--- src/rtl/div_pkg.sv ---
// Shared definitions for the restoring divider: FSM state encoding and
// a counter-width helper.
package div_pkg;

   typedef enum logic [1:0] {
      IDLE = 2'd0,
      CALC = 2'd1,
      DONE = 2'd2
   } state_t;

   // Bits needed to hold values 0..value-1, never less than one bit.
   function automatic int clog2(input int value);
      int w;
      w = 0;
      while ((1 << w) < value) begin
         w = w + 1;
      end
      return (w < 1) ? 1 : w;
   endfunction

endpackage

--- src/rtl/restoring_unsigned_divider_if.sv ---
// Start/done handshake and operand/result bundle for the restoring divider.
interface restoring_unsigned_divider_if #(parameter int N = 4);

   logic         start;
   logic [N-1:0] A;
   logic [N-1:0] B;
   logic [N-1:0] quotient;
   logic [N-1:0] remainder;
   logic         busy;
   logic         done;
   logic         div_by_zero;

   modport master (
      output start, A, B,
      input  quotient, remainder, busy, done, div_by_zero
   );

   modport slave (
      input  start, A, B,
      output quotient, remainder, busy, done, div_by_zero
   );

endinterface

--- src/rtl/restoring_div_step.sv ---
// One restoring-division step: trial subtract at full width, keep the
// difference when it does not borrow, otherwise restore the shifted value.
module restoring_div_step #(
   parameter int W = 5
) (
   input  logic [W-1:0] shifted_rem,
   input  logic [W-1:0] divisor,
   output logic [W-2:0] new_rem,
   output logic         q_bit
);

   logic [W-1:0] diff;

   // The MSB of the W-bit difference is the borrow. Either surviving value
   // is below 2^(W-1), so the top bit of the new remainder is always zero
   // and is not returned.
   always_comb begin
      diff    = shifted_rem - divisor;
      q_bit   = ~diff[W-1];
      new_rem = q_bit ? diff[W-2:0] : shifted_rem[W-2:0];
   end

endmodule

--- src/rtl/restoring_unsigned_divider.sv ---
// Iterative N-bit unsigned divider, one quotient bit per clock.
// Fixed latency of N+1 cycles from the accepted start to the done pulse.
module restoring_unsigned_divider
   import div_pkg::*;
#(
   parameter int N = 4
) (
   input logic clk,
   input logic rst,
   restoring_unsigned_divider_if.slave bus
);

   localparam int CW = clog2(N);

   state_t        state;
   state_t        state_next;
   logic [N-1:0]  dividend;
   logic [N-1:0]  divisor;
   logic [N-1:0]  rem;
   logic [CW-1:0] count;
   logic [N-1:0]  quotient_r;
   logic [N-1:0]  remainder_r;
   logic          busy_r;
   logic          done_r;
   logic          dbz_r;

   logic [N:0]    shifted;
   logic [N-1:0]  step_rem;
   logic          q_bit;

   assign shifted = {rem, dividend[N-1]};

   restoring_div_step #(.W(N + 1)) u_step (
      .shifted_rem (shifted),
      .divisor     ({1'b0, divisor}),
      .new_rem     (step_rem),
      .q_bit       (q_bit)
   );

   always_ff @(posedge clk) begin
      if (rst) begin
         state <= IDLE;
      end else begin
         state <= state_next;
      end
   end

   always_comb begin
      state_next = state;
      unique case (state)
         IDLE:    if (bus.start) state_next = CALC;
         CALC:    if (count == '0) state_next = DONE;
         DONE:    state_next = IDLE;
         default: state_next = IDLE;
      endcase
   end

   // The dividend register doubles as the quotient: each step shifts the
   // next dividend bit out of the top and the new quotient bit in at the
   // bottom. Results are captured on the final step so they are already
   // valid while done is high.
   always_ff @(posedge clk) begin
      if (rst) begin
         dividend    <= '0;
         divisor     <= '0;
         rem         <= '0;
         count       <= '0;
         quotient_r  <= '0;
         remainder_r <= '0;
         dbz_r       <= 1'b0;
         busy_r      <= 1'b0;
         done_r      <= 1'b0;
      end else begin
         busy_r <= (state_next != IDLE);
         done_r <= (state_next == DONE);
         unique case (state)
            IDLE: begin
               if (bus.start) begin
                  dividend <= bus.A;
                  divisor  <= bus.B;
                  rem      <= '0;
                  count    <= CW'(N - 1);
               end
            end
            CALC: begin
               rem      <= step_rem;
               dividend <= {dividend[N-2:0], q_bit};
               if (count != '0) begin
                  count <= count - CW'(1);
               end else begin
                  quotient_r  <= {dividend[N-2:0], q_bit};
                  remainder_r <= step_rem;
                  dbz_r       <= (divisor == '0);
               end
            end
            default: begin
            end
         endcase
      end
   end

   assign bus.quotient    = quotient_r;
   assign bus.remainder   = remainder_r;
   assign bus.busy        = busy_r;
   assign bus.done        = done_r;
   assign bus.div_by_zero = dbz_r;

endmodule
--- src/flat_wrapper.sv ---
// flat-port wrapper written by rule: the top's interface ports become plain ports
module restoring_unsigned_divider_flat import div_pkg::*;
#(
   parameter int N = 4
)
  (clk, rst, bus_start, bus_A, bus_B, bus_quotient, bus_remainder, bus_busy, bus_done, bus_div_by_zero);
  restoring_unsigned_divider_if #(.N(N)) bus_i ();
  input logic clk;
  input logic rst;
  input wire logic [$bits(bus_i.start)-1:0] bus_start;
  input wire logic [$bits(bus_i.A)-1:0] bus_A;
  input wire logic [$bits(bus_i.B)-1:0] bus_B;
  output wire logic [$bits(bus_i.quotient)-1:0] bus_quotient;
  output wire logic [$bits(bus_i.remainder)-1:0] bus_remainder;
  output wire logic [$bits(bus_i.busy)-1:0] bus_busy;
  output wire logic [$bits(bus_i.done)-1:0] bus_done;
  output wire logic [$bits(bus_i.div_by_zero)-1:0] bus_div_by_zero;
  assign bus_i.start = bus_start;
  assign bus_i.A = bus_A;
  assign bus_i.B = bus_B;
  assign bus_quotient = bus_i.quotient;
  assign bus_remainder = bus_i.remainder;
  assign bus_busy = bus_i.busy;
  assign bus_done = bus_i.done;
  assign bus_div_by_zero = bus_i.div_by_zero;
  restoring_unsigned_divider #(.N(N)) u_core (.clk(clk), .rst(rst), .bus(bus_i));
endmodule
--- config.mk ---
export PLATFORM = sky130hd
export DESIGN_NAME = restoring_unsigned_divider_flat
export DESIGN_NICKNAME = d
export VERILOG_FILES = /design/src/rtl/div_pkg.sv /design/src/rtl/restoring_unsigned_divider_if.sv /design/src/rtl/restoring_div_step.sv /design/src/rtl/restoring_unsigned_divider.sv /design/src/flat_wrapper.sv
export SDC_FILE = /design/constraint.sdc
export NUM_CORES = 1
export LEC_CHECK = 0
export ABC_AREA = 1
export BUFFER_PORTS_ARGS = -buffer_cell sky130_fd_sc_hd__buf_2
export CORE_AREA = 2 2 51 58
export DETAILED_ROUTE_END_ITERATION = 12
export DIE_AREA = 0 0 53 60
export GPL_TIMING_DRIVEN = 1
export PLACE_DENSITY = 0.71
export REMOVE_ABC_BUFFERS = 1
export SYNTH_ARGS = -nofsm -noshare
export SYNTH_HDL_FRONTEND = slang
export SYNTH_SLANG_ARGS = --single-unit
--- constraint.sdc ---
create_clock -name clk -period 2.07 [get_ports clk]
set_input_delay 0.1035 -clock clk [delete_from_list [all_inputs] [get_ports clk]]
set_output_delay 0.1035 -clock clk [all_outputs]
set_load 0.01 [all_outputs]
==> results of run 1 <==
==> cells in the final DEF (no fill, tap or decap), types with 2 or more instances in the layout <==
cell,n
nand2_1,30
dfxtp_1,27
inv_1,21
buf_2,21
nand3_1,14
a21oi_1,10
o21ai_0,7
nor2_1,6
inv_2,5
ha_1,5
nand2_2,4
nand2_4,3
a31oi_1,3
o21ai_1,3
clkbuf_4,3
o221ai_1,2
nand3_2,2
nand3b_1,2
==> flip-flops by register name, indices dropped and copies added (netlist names) <==
register,flops
u_core.divisor,4
u_core.bus.quotient,4
u_core.state,2
u_core.bus.remainder,4
u_core.count,2
u_core.bus.busy,1
u_core.dividend,4
u_core.rem,4
u_core.bus.div_by_zero,1
u_core.bus.done,1
==> kinds of logic after synthesis <==
| group | Yosys count |
|---|---|
| and+or+nand+nor | 66 |
| xor gates and xnor gates | 1 |
| adders and majority gates | 6 |
| buffers and inverters | 28 |
| AOI/OAI and AO/OA | 29 |
| DFF | 27 |
==> final cells by class <==
class / instances / area share
multi-input cells: 102 / 0.4277
clock buffers: 3 / 0.01568
repair buffers: 22 / 0.08014
inverters: 26 / 0.06794
clock inverters: 1 / 0.003484
well taps: 33 / 0.02875
flip-flops and latches: 27 / 0.3763
==> worst min path at each step <==
stage | startpoint | endpoint | depth (start not counted)
2_1_floorplan | rst | u_core.rem[3] | 1
3_3_place_gp | bus_B[0] | u_core.divisor[0] | 3
3_5_place_dp | bus_B[0] | u_core.divisor[0] | 3
4_1_cts | bus_A[0] | u_core.dividend[0] | 3
5_1_grt | bus_A[0] | u_core.dividend[0] | 3
6_report | bus_A[0] | u_core.dividend[0] | 3
==> through the flow <==
stage	total power (W)	worst slack, ns
after floorplan	0.0008552	0.4174
after global placement	0.0009253	0.3459
after detailed placement	0.0009417	0.2281
after CTS	0.001169	0.2019
after global routing	0.001247	0.05209
final	0.001167	0.2140
==> layer usage <==
| metal | global-route usage | vias up |
|---|---|---|
| met4 | 0.06960 | 0 |
| li1 | - | 559 |
| met5 | 0 | - |
| met2 | 0.3107 | 23 |
| met1 | 0.2465 | 492 |
| met3 | 0.02250 | 4 |
==> worst register-to-register path: cells and delay by family, from the launching register on <==
kind                     cells  cell delay [ns]
AND/OR/NAND/NOR              7             0.68
buffers and inverters        3             0.18
flip-flops                   1             0.33
adder cells (fa/ha/maj)      2             0.58
==> power groups by stage <==
| stage | Combinational [W] | Sequential [W] | Clock (W) |
|---|---|---|---|
| floorplan | 0.000255 | 0.000601 | 0 |
| global placement | 0.000329 | 0.000597 | 0 |
| detailed placement | 0.000343 | 0.000599 | 0 |
| CTS | 0.000346 | 0.000588 | 0.000235 |
| global route | 0.000396 | 0.000593 | 0.000258 |
| finish | 0.000343 | 0.000587 | 0.000236 |
==> timing repair <==
action | CTS | global route
gates resized for setup | 0 | 0
hold buffers | 1 | 0
buffers inserted | 0 | 0
hold endpoints to repair | 1 | 0
==> out/results.ini, run 1 <==
[grt]
antenna_found_initial=0
grt_use_total=0.1867
grt_pass1_vias=1050
grt_overflow_total=0
grt_max_degree=17
grt_pass1_wl_um=4422

[drt]
avgViaCountPerCell=5.037
highest_layer=met4
routed_wl_um=2578
drt-initial-drc-count=25
wire_per_inst_um=12.05
vias=1078
wl_met2_um=1334
postRouteAntennaNets=0
routed-wl-met3_um=99
drc=0
drt_pass1_iterations=4
wl_met1_um=1114

[sta]
layout_min_cycle_time_ns=1.856
hold_violations=0
tightest_slew_ns=0.4942
timing.slew.headroom=0.6702
skew_ns=0.006283
slew_violations=0
fmax_mhz=538.8
setup_violations=0
rsz0062_at_grt=false
period_share=0.8966
setup_tns_ns=0
hold_ws_ns=0.02455

[finish]
final_area_mm2=0.001436
utilization=0.5467
n_antenna_cell=0
area_delta_synth_final_pct=13.89
seqCellArea_um2=540.5
drive_gt1_frac=0.2431
nNetsFinal=199
fillers=266
final_cell_count_no_fill=214
multiInputGateArea_um2=614.3

[clock_network]
cts_max_level=1
clk_path_buf_depth=2
cts_tree=yes
clk_latency_ns=0.33
clk_pin_slew_ns=0.15
cts.sinks=27
cts_buffers=3
cts_root_buffer=clkbuf_4

[placement]
place_area_mm2=0.001399
port_buffers=21
gp_congestion=0.9298
dpl.hpwl_um=1992
placed_cells=209

[setup_path]
timing.setup.critical_path_class=register to register
slowest_delay_ns=0.42
crit_cells=12
endpoint_kind=register
critPathRequiredTime_ns=2.32
critPathBufInv=3
critPathMostFrequentCell=nand2_1
worstRegToRegCells=12
crit_arrival_ns=2.10
slowest_stage=fa_1
cp-start-kind=register
path_max_fanout=6
crit_path_end=u_core.bus.remainder[1]
rr_startpoint=u_core.dividend[3]
startpoint=u_core.dividend[3]
rr_endpoint=u_core.bus.remainder[1]
crit_chain=inv_1 > ha_1 > inv_1 > fa_1 > nand3_2 > nand4_2 > nand2_4 > nand2_1 > nand2_1 > nand2_1 > nand2_1 > inv_1
cp_top_family=simple AND/OR/NAND/NOR gates
r2r_slack_ns=0.21

[synth]
synth_top_family_by_area=simple AND/OR/NAND/NOR gates
yosys_warnings=0
synth_top_area_cell=dfxtp_1
synth-simple-area-share=0.2817
synth.area.mux_share=0
synth_compound_area_frac=0.1329
synthAdderAreaFrac=0.06548
syn_inst=157
synth_xor_area_frac=0.006944
synthTopCellsByArea=dfxtp_1 43%, nand2_1 8.9%, inv_1 6.3%, nand3_1 5.6%, ha_1 5.0%
synth-edff-count=0
syn_area_per_cell_um2=8.033
synthMostInstantiatedCell=nand2_1
synth_area_mm2=0.001261
seq_area_frac_synth=0.4286
ys_seq_elements=27
synth_common_cells=30 x nand2_1, 27 x dfxtp_1, 21 x inv_1
ys.flop_type=dfxtp_1
synthArstFlopShare=0
synth_cell_types=29
synth_top_area_share=0.4286

[power_and_ir_drop]
ir_drop_v=0.0004911
p_clk_frac=0.202
internal_power_w=0.0007599
netSwitchingPower_w=0.0004070
leakage_nw=0.6949
pwr-share-comb=0.294
p_seq_frac=0.503
power.density_mw_per_mm2=812.4
sw_frac_of_total=0.3488

[die]
initial_core_util=0.4800
std_cell_rows=20
coreArea_mm2=0.002628
dieArea_mm2=0.003180
die_y_um=60
io_pins=22
dieWidth_um=53

[job]
maxCapViolCount=0

[worst_hold_path]
hold_class=primary input to register

[run_status]
run_status=finished clean

Note: power is estimated with default switching activity, not from simulation.
==> run 2, diff against run 1 <==
--- a/config.mk
+++ b/config.mk
@@ -11,7 +11,7 @@
 export DETAILED_ROUTE_END_ITERATION = 12
 export DIE_AREA = 0 0 53 60
 export GPL_TIMING_DRIVEN = 1
-export PLACE_DENSITY = 0.71
+export PLACE_DENSITY = 0.82
 export REMOVE_ABC_BUFFERS = 1
 export SYNTH_ARGS = -nofsm -noshare
 export SYNTH_HDL_FRONTEND = slang
==> run 2 against run 1 <==
Net effect: worst hold slack improved by 0.018 ns; fmax is 1.5% higher; largest power group unchanged; final area grew 0.17%; critical path type unchanged; register-to-register slack better by 0.03 ns; utilization increased by 0.095 points; clock power hardly changed; non-clock buffer count unchanged; largest cell class unchanged; critical path depth is 1 lower; highest routed layer unchanged; routed wire length fell by 3.1%; power decreased by 0.16%.
==> out/results.ini, run 2 (synthesized netlist as in run 1, its figures left out) <==
[run_status]
run_status=finished clean

[clock_network]
clk_pin_slew_ns=0.15
ctsResizeCount=0
clk_path_buf_depth=2
cts_root_buffer=clkbuf_4
cts.sinks=27
clk_latency_ns=0.33
cts_tree=yes
cts_buffers=3
ctsHoldBuffers=1
cts_setup_buffers=0
cts_max_level=1

[drt]
drc=0
vias=1072
drt-initial-drc-count=29
postRouteAntennaNets=0
drt_pass1_iterations=4
avgViaCountPerCell=5.009
wire_per_inst_um=11.67
routed_wl_um=2498

[power_and_ir_drop]
p_seq_frac=0.504
pwr-share-comb=0.292
leakage_nw=0.6911
internal_power_w=0.0007605
p_clk_frac=0.204
sw_frac_of_total=0.3473
netSwitchingPower_w=0.0004046
ir_drop_v=0.0003750
power.density_mw_per_mm2=809.7

[setup_path]
crit_arrival_ns=2.11
timing.setup.critical_path_class=register to register
critPathBufInv=2
slowest_stage=fa_1
critPathRequiredTime_ns=2.35
worstRegToRegCells=11
crit_cells=11
endpoint_kind=register
crit_chain=inv_1 > ha_1 > inv_1 > fa_1 > nand3_2 > nand4_2 > nand2_4 > nand2_2 > nand2_2 > nand2_1 > a21oi_2
cp-start-kind=register
cp_top_family=simple AND/OR/NAND/NOR gates
slowest_delay_ns=0.41
path_max_fanout=6

[placement]
dpl.hpwl_um=1907
gp_congestion=0.8795
port_buffers=21

[sta]
layout_min_cycle_time_ns=1.829
period_share=0.8834
slew_violations=0
rsz0062_at_grt=false
skew_ns=0.005262
hold_ws_ns=0.04222
timing.slew.headroom=0.6906
fmax_mhz=546.9
hold_violations=0
tightest_slew_ns=0.4635
setup_violations=0
setup_tns_ns=0

[grt]
grt_pass1_wl_um=4215
grt_overflow_total=0
grt_pass1_vias=950
antenna_found_initial=0
grt_max_degree=17
grt_use_total=0.1808

[finish]
final_common_cell=nand2_1
nNetsFinal=199
final_cell_mix=30 x nand2_1, 27 x dfxtp_1, 21 x inv_1, 21 x buf_2, 14 x nand3_1
drive_gt1_frac=0.2431
area_delta_synth_final_pct=14.09
n_antenna_cell=0

[die]
dieWidth_um=53
initial_core_util=0.4800
dieArea_mm2=0.003180
die_y_um=60
coreArea_mm2=0.002628
io_pins=22
std_cell_rows=20

[worst_hold_path]
min_path_cells=3
hold_class=primary input to register

[job]
maxCapViolCount=0

==> run 2: cell types whose count changed in the layout (fill, tap and decap cells not counted) <==
cell	delta
clkinvlp_4	+1
clkinv_2	-1
==> run 2: per-layer routing <==
| metal | wire length, um | up-vias | track usage |
|---|---|---|---|
| met5 | 0 | - | 0 |
| met1 | 1139 | 482 | 0.2348 |
| met3 | 111 | 4 | 0.02500 |
| li1 | - | 560 | - |
| met4 | 38 | 0 | 0.08425 |
| met2 | 1209 | 26 | 0.2946 |
==> run 2: worst min-delay path, stage by stage <==
cell and delay, ns:
buf_2 0.07, o21ai_0 0.07, a21oi_1 0.10
==> run 2: final cells by class <==
type                       count  area (um^2)
multi-input combinational    102        614.3
inverter                      26        97.59
clock buffer                   3        22.52
clock inverter                 1        7.507
timing repair buffer          22        115.1
fill                         252         1189
tap                           33        41.29
sequential                    27        540.5
==> run 2: metrics by stage <==
step	power [W]	worst slack [ns]	std cells	util	instance area [um^2]
global route	0.001240	0.06583	214	0.5476	1439
CTS	0.001174	0.2375	214	0.5476	1439
finish	0.001165	0.2414	214	0.5476	1439
floorplan	0.0008552	0.4174	155	-	1252
global placement	0.0009264	0.3325	209	0.5324	1399
detailed placement	0.0009361	0.2639	209	0.5324	1399
==> run 2: power by group through the flow <==
stage                     registers, W  logic (W)  clock network (W)
after floorplan               0.000601   0.000255                  0
after global placement        0.000597   0.000329                  0
after detailed placement      0.000599   0.000337                  0
after CTS                     0.000587   0.000341           0.000246
after global routing          0.000593   0.000387           0.000260
final                         0.000587   0.000340           0.000238
==> run 2: final timing paths <==
| path | slack, ns | from | end |
|---|---|---|---|
| worst min register to register | 0.48 | u_core.bus.remainder[2] | u_core.bus.remainder[2] |
| worst max register to register | 0.24 | u_core.dividend[3] | u_core.rem[3] |
| worst max-delay path | 0.24 | u_core.dividend[3] | u_core.rem[3] |
| worst min-delay path | 0.04 | bus_B[3] | u_core.divisor[3] |
==> run 3, diff against run 2 <==
--- a/config.mk
+++ b/config.mk
@@ -5,13 +5,13 @@
 export SDC_FILE = /design/constraint.sdc
 export NUM_CORES = 1
 export LEC_CHECK = 0
-export ABC_AREA = 1
+export ABC_AREA = 0
 export BUFFER_PORTS_ARGS = -buffer_cell sky130_fd_sc_hd__buf_2
-export CORE_AREA = 2 2 51 58
+export CORE_AREA = 2 2 51 57
 export DETAILED_ROUTE_END_ITERATION = 12
-export DIE_AREA = 0 0 53 60
+export DIE_AREA = 0 0 53 59
 export GPL_TIMING_DRIVEN = 1
-export PLACE_DENSITY = 0.82
+export PLACE_DENSITY = 0.81
 export REMOVE_ABC_BUFFERS = 1
 export SYNTH_ARGS = -nofsm -noshare
 export SYNTH_HDL_FRONTEND = slang
==> run 3 against run 2 <==
Net effect: sequential power grew 4.3%; power is 8.1% higher; largest power group unchanged; sequential share of layout area decreased by 1.6 points; die area fell by 1.7%; highest routed layer unchanged.
==> out/results.ini, run 3 <==
[power_and_ir_drop]
power.density_mw_per_mm2=839.1
ir_drop_v=0.0004756
p_seq_frac=0.486
power_w=0.001260
internal_power_w=0.0008309
p_clk_frac=0.180
netSwitchingPower_w=0.0004291
leakage_nw=0.6343
sw_frac_of_total=0.3405
pwr-share-comb=0.334

[sta]
tightest_slew_ns=0.4554
layout_min_cycle_time_ns=1.994
skew_ns=0.01351
slew_violations=0
timing.slew.headroom=0.6932
rsz0062_at_grt=true
fmax_mhz=501.5
hold_violations=0
setup_violations=0
period_share=0.9632
setup_slack_ns=0.07611

[placement]
placed_cells=201
place_ws_ns=-0.07618
port_buffers=21
gp_congestion=0.8697
dpl.hpwl_um=2177

[run_status]
run_status=finished clean

[setup_path]
endpoint_kind=register
crit_arrival_ns=2.25
timing.setup.critical_path_class=register to register
crit_chain=inv_1 > ha_1 > inv_1 > fa_2 > nand3_2 > a21oi_1 > or4b_4 > a311oi_2
cp-start-kind=register
critPathRequiredTime_ns=2.33
critPathMostFrequentCell=inv_1
cp_top_family=simple AND/OR/NAND/NOR gates
critPathBufInv=2
slowest_stage=or4b_4
path_max_fanout=3
slowest_delay_ns=0.56

[drt]
avgViaCountPerCell=5.754
routed-wl-met3_um=198
postRouteAntennaNets=0
drt-initial-drc-count=51
highest_layer=met4
wl_met1_um=1274
drt_pass1_iterations=4
vias=1191
routed_wl_um=3021
wl_met2_um=1486
drc=0
wire_per_inst_um=14.59

[synth]
synthTopCellsByArea=dfxtp_1 44%, a21oi_1 6.1%, ha_1 5.1%, nand2_1 4.9%, nand3_1 3.7%
synth_top_area_cell=dfxtp_1
synthMostInstantiatedCell=dfxtp_1
synth_top_area_share=0.4408
synthArstFlopShare=0
synth_area_mm2=0.001226
ys.flop_type=dfxtp_1
synth-edff-count=0
seq_area_frac_synth=0.4408
synth_common_cells=27 x dfxtp_1, 16 x nand2_1, 15 x a21oi_1
syn_inst=144
ys_seq_elements=27
yosys_warnings=0
syn_area_per_cell_um2=8.515
synth_cell_types=32

[finish]
area_delta_synth_final_pct=22.45
drive_gt1_frac=0.2443
final_cell_count_no_fill=207
nNetsFinal=194
fillers=216
utilization=0.6015
final_common_cell=dfxtp_1
final_cell_mix=27 x dfxtp_1, 21 x buf_2, 16 x nand2_1
n_antenna_cell=0

[clock_network]
cts_tree=yes
clk_pin_slew_ns=0.15
cts_root_buffer=clkbuf_4
clk_latency_ns=0.33
clk_path_buf_depth=2
cts_buffers=3
cts.sinks=27
cts_max_level=1

[grt]
grt_pass1_vias=1153
grt_max_degree=24
antenna_found_initial=0
grt_use_total=0.2036
grt_pass1_wl_um=4809
grt_overflow_total=0

[die]
initial_core_util=0.4912
io_pins=22
std_cell_rows=19
die_y_um=59
dieArea_mm2=0.003127
dieWidth_um=53
coreArea_mm2=0.002496

[job]
maxCapViolCount=0

[worst_hold_path]
hold_class=primary input to register

-- run 3: cell count changes after synthesis, moves of 5 or more --
cell	before	now
nand2_1	30	16
inv_1	21	12
nor2_1	6	12
a21oi_1	10	15
inv_2	5	0
nand3_1	14	9
-- run 3: power by group through the flow --
stage          clock (W)  combinational, W  sequential [W]
5_1_grt         0.000263          0.000463        0.000618
3_3_place_gp           0          0.000369        0.000617
3_5_place_dp           0          0.000383        0.000620
2_1_floorplan          0          0.000242        0.000620
6_report        0.000226          0.000421        0.000612
4_1_cts         0.000232          0.000390        0.000609
-- run 3: cell type report --
cell class              instances  area (um^2)  area share
well taps                      31        38.79     0.02583
multi-input cells             101        656.9      0.4375
clock inverters                 1        5.005    0.003333
clock buffers                   3        22.52     0.01500
inverters                      12        45.04     0.03000
flip-flops and latches         27        540.5      0.3600
repair buffers                 32        192.7      0.1283
-- run 3: worst reg2reg max path, cell delays in order (launching register included) --
cell      delay (ns)
dfxtp_1         0.32
inv_1           0.07
ha_1            0.15
inv_1           0.05
fa_2            0.37
nand3_2         0.09
a21oi_1         0.10
or4b_4          0.56
a311oi_2        0.23
-- run 3: repair_timing --
item | in CTS | in global routing
endpoints found under the setup margin | 4 | 8
hold endpoints to repair | 0 | 2
resized for setup | 2 | 5
hold buffers | 0 | 2
pin swaps | 0 | 1
buffers inserted | 0 | 0
-- run 3: per-layer routing --
metal  vias up  track usage
li1        586            -
met1       552       0.2516
met2        47       0.3518
met3         6      0.03535
met4         0      0.07326
met5         -            0
-- run 3: metrics by stage --
step / TNS [ns] / hold slack (ns) / cell area (um^2)
after global routing: -0.04079 / 0.003809 / 1501
after floorplan: 0 / 0.1714 / 1211
after global placement: 0 / 0.3476 / 1423
after detailed placement: -0.1684 / 0.3538 / 1423
final: 0 / 0.006988 / 1501
after CTS: 0 / 0.001783 / 1459
-- run 3: path summary, 6_finish.rpt --
| path | from | endpoint | slack (ns) | cells after the start |
|---|---|---|---|---|
| worst min-delay path | bus_B[2] | u_core.divisor[2] | 0.007 | 3 |
| worst min register to register | u_core.bus.quotient[1] | u_core.bus.quotient[1] | 0.47 | 2 |
| worst max register to register | u_core.dividend[3] | u_core.bus.remainder[3] | 0.08 | 8 |
| worst max-delay path | u_core.dividend[3] | u_core.bus.remainder[3] | 0.08 | 8 |
-- run 3: kinds of logic (layout without fill, tap and decap cells) --
group,after synthesis,in the layout,share of synthesized area
flops,27,27,0.4408
simple gates,49,49,0.1898
compound gates,44,44,0.2367
xor+xnor,1,1,0.007144
fa+ha+maj,6,6,0.06735
mux,1,1,0.009183
buf+inv,16,48,0.04897
